File: src/rtl/tra_elink_framer.sv
// E-link transmit framer: one 76-bit CAN message -> SOP, 10 payload bytes, [CRC-8], EOP.
// Define TRA_ELINK_CRC_EN to insert a CRC-8 (poly 0x07) symbol between the last payload byte and EOP.
module tra_elink_framer (
  input  logic        clk,
  input  logic        rst,
  input  logic [75:0] msg_in,
  input  logic        msg_valid,
  output logic        msg_ready,
  input  logic        byte_ready,
  output logic [7:0]  byte_out,
  output logic        kchar_out,
  output logic        busy,
  output logic        done
);

  localparam logic [7:0] SOP_K  = 8'h3C;
  localparam logic [7:0] EOP_K  = 8'hDC;
  localparam logic [7:0] IDLE_K = 8'hBC;
  localparam logic [3:0] LAST_BYTE = 4'd9;

  // Handshakes: a message transfers on a clock edge where msg_valid && msg_ready;
  // a symbol is consumed on a clock edge where byte_ready is high outside IDLE.
  typedef enum logic [2:0] {
    S_IDLE,
    S_SOP,
    S_PAYLOAD,
`ifdef TRA_ELINK_CRC_EN
    S_CRC,
`endif
    S_EOP
  } state_t;

  state_t      r_state;
  logic [79:0] r_shreg;
  logic [3:0]  r_cnt;
  logic [7:0]  r_byte;
  logic        r_k;
  logic        r_msg_ready;
  logic        r_busy;
  logic        r_done;
  logic [7:0]  w_next_byte;

`ifdef TRA_ELINK_CRC_EN
  logic [7:0] r_crc;

  function automatic logic [7:0] crc8_fold(input logic [7:0] crc, input logic [7:0] data);
    logic [7:0] c;
    c = crc ^ data;
    for (int i = 0; i < 8; i++) begin
      c = c[7] ? ((c << 1) ^ 8'h07) : (c << 1);
    end
    return c;
  endfunction
`endif

  assign w_next_byte = r_shreg[79:72];

  always_ff @(posedge clk) begin
    if (!rst) begin
      r_state     <= S_IDLE;
      r_shreg     <= '0;
      r_cnt       <= '0;
      r_byte      <= IDLE_K;
      r_k         <= 1'b1;
      r_msg_ready <= 1'b1;
      r_busy      <= 1'b0;
      r_done      <= 1'b0;
`ifdef TRA_ELINK_CRC_EN
      r_crc       <= 8'h00;
`endif
    end else begin
      r_done <= 1'b0;
      case (r_state)
        S_IDLE: begin
          if (msg_valid && r_msg_ready) begin
            r_shreg     <= {msg_in, 4'h0};
            r_byte      <= SOP_K;
            r_k         <= 1'b1;
            r_msg_ready <= 1'b0;
            r_busy      <= 1'b1;
`ifdef TRA_ELINK_CRC_EN
            r_crc       <= 8'h00;
`endif
            r_state     <= S_SOP;
          end
        end

        S_SOP: begin
          if (byte_ready) begin
            r_byte  <= w_next_byte;
            r_k     <= 1'b0;
            r_shreg <= {r_shreg[71:0], 8'h00};
            r_cnt   <= '0;
`ifdef TRA_ELINK_CRC_EN
            r_crc   <= crc8_fold(r_crc, w_next_byte);
`endif
            r_state <= S_PAYLOAD;
          end
        end

        S_PAYLOAD: begin
          if (byte_ready) begin
            if (r_cnt != LAST_BYTE) begin
              r_byte  <= w_next_byte;
              r_k     <= 1'b0;
              r_shreg <= {r_shreg[71:0], 8'h00};
              r_cnt   <= r_cnt + 4'd1;
`ifdef TRA_ELINK_CRC_EN
              r_crc   <= crc8_fold(r_crc, w_next_byte);
`endif
            end else begin
`ifdef TRA_ELINK_CRC_EN
              // Last payload byte was folded on the previous consume, so r_crc is final here.
              r_byte  <= r_crc;
              r_k     <= 1'b0;
              r_state <= S_CRC;
`else
              r_byte  <= EOP_K;
              r_k     <= 1'b1;
              r_state <= S_EOP;
`endif
            end
          end
        end

`ifdef TRA_ELINK_CRC_EN
        S_CRC: begin
          if (byte_ready) begin
            r_byte  <= EOP_K;
            r_k     <= 1'b1;
            r_state <= S_EOP;
          end
        end
`endif

        S_EOP: begin
          if (byte_ready) begin
            r_byte      <= IDLE_K;
            r_k         <= 1'b1;
            r_done      <= 1'b1;
            r_busy      <= 1'b0;
            r_msg_ready <= 1'b1;
            r_state     <= S_IDLE;
          end
        end

        default: begin
          r_byte      <= IDLE_K;
          r_k         <= 1'b1;
          r_busy      <= 1'b0;
          r_msg_ready <= 1'b1;
          r_state     <= S_IDLE;
        end
      endcase
    end
  end

  assign byte_out  = r_byte;
  assign kchar_out = r_k;
  assign msg_ready = r_msg_ready;
  assign busy      = r_busy;
  assign done      = r_done;

endmodule

File: config.mk
export PLATFORM = sky130hd
export DESIGN_NAME = tra_elink_framer
export DESIGN_NICKNAME = d
export VERILOG_FILES = /design/src/rtl/tra_elink_framer.sv
export SDC_FILE = /design/constraint.sdc
export NUM_CORES = 1
export LEC_CHECK = 0
export BUFFER_PORTS_ARGS = -buffer_cell sky130_fd_sc_hd__buf_2
export CORE_UTILIZATION = 50
export DETAILED_ROUTE_END_ITERATION = 6
export HOLD_SLACK_MARGIN = 0.03
export PLACE_DENSITY = 0.83
export SYNTH_ARGS = -nofsm -noshare
export SYNTH_HDL_FRONTEND = slang
export SYNTH_SLANG_ARGS = --single-unit
export TNS_END_PERCENT = 5
File: constraint.sdc
create_clock -name clk -period 3.9 [get_ports clk]
set_input_delay 0.78 -clock clk [delete_from_list [all_inputs] [get_ports clk]]
set_output_delay 0.78 -clock clk [all_outputs]
set_load 0.02 [all_outputs]
==> summary.md <==
| Metric | Value |
|---|---|
| Synth Area in Simple Gates | `between 10% and 20%` |
| Ys flop type | `dfxtp_1` |
| Initial drt markers | `between 150 and 200` |
| I/O pin count | `a little over 90` |
| Num CTS Buffers | `9` |
| P&R area growth vs syn | `13.2%` |
| Synthesized instance count | `between 400 and 500` |
| Placer Congestion | `0.784` |
| Synthesized flop and latch total | `between 90 and 100` |
| Compound-Gate Fraction of Synth Area | `between 20% and 30%` |
| Final Cell Area | `between 5000 and 6000 um2` |
| Switch Pwr | `1.78 mW` |
| RSZ-0062 raised after global routing | `no` |
| Share of the synthesized area in the top cell type | `a little over two fifths` |
| FMAX | `around 390 MHz` |
| Share of layout cells above drive strength 1 | `between 20 and 25%` |
| Worst Setup Start Kind | `register` |
| Post-Route WL | `roughly 9200 um` |
| Die height | `just under 100 um` |
| Leakage power | `between 2 and 3 nW` |
| Crit-path max FO | `78` |
| Cell-internal power | `around 2.7 mW` |
| Multi-input logic area | `approximately 2300 um2` |
| CTS tree | `yes` |
| Post-Route Skew | `14.2 ps` |
| Worst Path Required | `approximately 4200 ps` |
| Max Cap Viol | `0` |
| Outcome | `finished, final reports clean` |
| Largest family of logic cells by synthesized area | `compound AO/OA/AOI/OAI gates` |
| FP Rows | `33` |
| Post-CTS setup buffer count | `0` |
| Pin count of the biggest net entering global routing | `between 70 and 80` |
| Fin cells | `616` |
| Antenna Cells | `0` |
| Worst hold slack | `between 400 and 500 ps` |
| Fin util | `59.7%` |
| DR pass1 iterations | `4` |
| Port Buffers | `~90` |
| Initial Util | `52.8%` |
| Post-Synth Adder-Cell Area | `1.98%` |
| Cell area power density | `slightly below 900 nW/um2` |
| Placed cell count | `600` |
| Sw frac | `roughly two fifths` |
| Clk root buf | `clkbuf_8` |
| Worst Max-Slew Pin Slew | `~1200 ps` |
| Worst R2R Start | `r_state[0]` |
| H-tree Lvls | `3` |
| Placed inst area | `4810 um2` |
| Count of warnings emitted by yosys | `0` |
| Async S/R FF share, synth | `0%` |
| Dpl hpwl | `between 6000 and 7000 um` |
| Final setup violation count | `0` |
| Final Max Slew Viols | `0` |
| Met2 capacity usage during global routing | `between 30% and 40%` |
| GRT Resource Usage Total | `around a fifth` |
| Filler Cell Count | `about 750` |
| DRT antenna net count | `0` |
| Final setup TNS | `0 ps` |
| # nets final | `between 500 and 600` |
| Total power draw | `between 4 and 5 mW` |
| Die outline width | `96.0 um` |
| Hold Vio Cnt, Final | `0` |
| Kind of critical path | `reg2reg` |
| Clk_lat worst skew | `about 350 ps` |
| Grt met3 use | `between 3 and 4%` |
| Final worst setup slack | `roughly 1300 ps` |
| Clk slew on worst S/H paths | `about 100 ps` |
| Share of total power in the clock network | `about 14%` |
| GR Layer Usage met1 | `approximately 28%` |
| Flop pwr share | `between 30% and 40%` |
| Final Cycle Share | `between 60% and 70%` |
| Min Tclk post-route | `2590 ps` |
| Hold_buf cts | `0` |
| Syn Area/Cell | `~10 um2` |
| Routed via count | `3,417` |
| Crit path capture type | `register` |
| CTS Buffer Depth | `2` |
| Share of the yosys chip area belonging to registers | `between 40% and 50%` |
| Crit. Startpoint | `r_state[0]` |
| Post-CTS Resized | `0` |
| Via/cell ratio | `around 5.5` |
| Synth Area in XOR/XNOR | `0%` |
| Post-synthesis mux area share | `roughly 16%` |
| Clock sinks | `94` |
| FF/Latch Area | `between 1500 and 2000 um2` |
| Hold crit path type | `reg2reg` |
| Place WS | `~1400 ps` |
| Area contributors post-synth | `dfxtp_1, mux2i_1, o211a_1, nand2_1, buf_6` |
| Vias in the first global route | `around 3,200` |
| Critical Path AT | `around 2900 ps` |
| Cell taking the most area after synthesis | `dfxtp_1` |
| Worst VDD drop | `between 0.6 and 0.7 mV` |
| EDFF count, synth | `0` |
| Global route overflow | `0` |
| Netlist cell types | `36` |
| Drt drc | `0` |
| Die area | `between 9000 and 10,000 um2` |
| Post-synthesis net count | `around 530` |
| Global-route wire length before repair | `between 10,000 and 15,000 um` |
| Rel. slew slack | `20.2%` |
| Worst min-delay path startpoint | `r_shreg[75]` |
| Initial antenna violation count | `0` |
| Area of the core | `8380 um2` |
| Most Crowded Layer GR | `met2` |
| Syn Std Cell Area | `roughly 4400 um2` |
| Logic gate share of total power | `between 50 and 60%` |
| WL per Instance | `between 10 and 15 um` |
-- cell usage in the layout (no fill, tap or decap), drive strengths merged, types with 6 or more instances in the layout --
cell type	instances
dfxtp	94
buf	94
nand2	88
mux2i	71
o211a	69
o21ai	14
clkbuf	11
nand4b	9
inv	8
ha	7
nor2	6
-- synthesized netlist by cell type, drive strengths merged, types with 2 or more instances --
cell     instances
buf             27
and3             2
a21oi            2
mux2i           71
inv              8
nand3            2
clkbuf          13
nand4b           9
o211a           69
a32o             2
a31oi            2
dfxtp           94
a21bo            2
ha               7
nand2           88
nor3             2
o2111ai          2
nand3b           2
o21ai           14
nor2             6
a2bb2oi          3
a21boi           3
a21o             2
-- power by group through the flow --
stage	logic, mW	registers (mW)	clock network (mW)
after floorplan	2.00	1.54	0
after global placement	2.21	1.53	0
after detailed placement	2.28	1.55	0
after CTS	2.30	1.53	0.649
after global routing	2.52	1.56	0.686
final	2.28	1.53	0.641
-- critical path, cell delays in order, from the launching register on --
cell and delay (ps):
dfxtp_1 440, inv_1 130, ha_1 340, nand4b_2 180
o2111a_4 700, buf_12 360, nand4b_1 150, o21ai_0 130
-- registers in the layout (all words and copies together) (netlist names) --
name       flops
r_state        2
r_cnt          4
busy           1
r_shreg       76
msg_ready      1
done           1
byte_out       8
kchar_out      1
-- per-layer routing --
layer	wire length (um)	share of wire [%]	up-vias
met5	0	0	-
met4	98	1.1	0
met3	332	3.6	8
met2	4380	48	76
met1	4390	48	1614
li1	-	-	1719
-- logic make-up after synthesis --
kind of cell | count (synthesis)
flops | 94
fa+ha+maj | 7
buf+inv | 48
mux | 71
compound gates | 106
simple gates | 115
-- layout make-up --
cell class | instances | area share (%)
tap | 105 | 2.63
timing repair buffer | 94 | 9.80
clock inverter | 5 | 1.20
inverter | 8 | 0.600
clock buffer | 11 | 2.63
sequential | 94 | 37.6
multi-input combinational | 299 | 45.6
-- path summary, 6_finish.rpt --
path                       to  slack [ps]  depth (start not counted)
setup / recovery  r_shreg[10]        1310                          7
hold / removal    byte_out[3]         460                          2
setup reg to reg  r_shreg[10]        1310                          7
hold reg to reg   byte_out[3]         460                          2
Note: power is estimated with default switching activity, not from simulation.
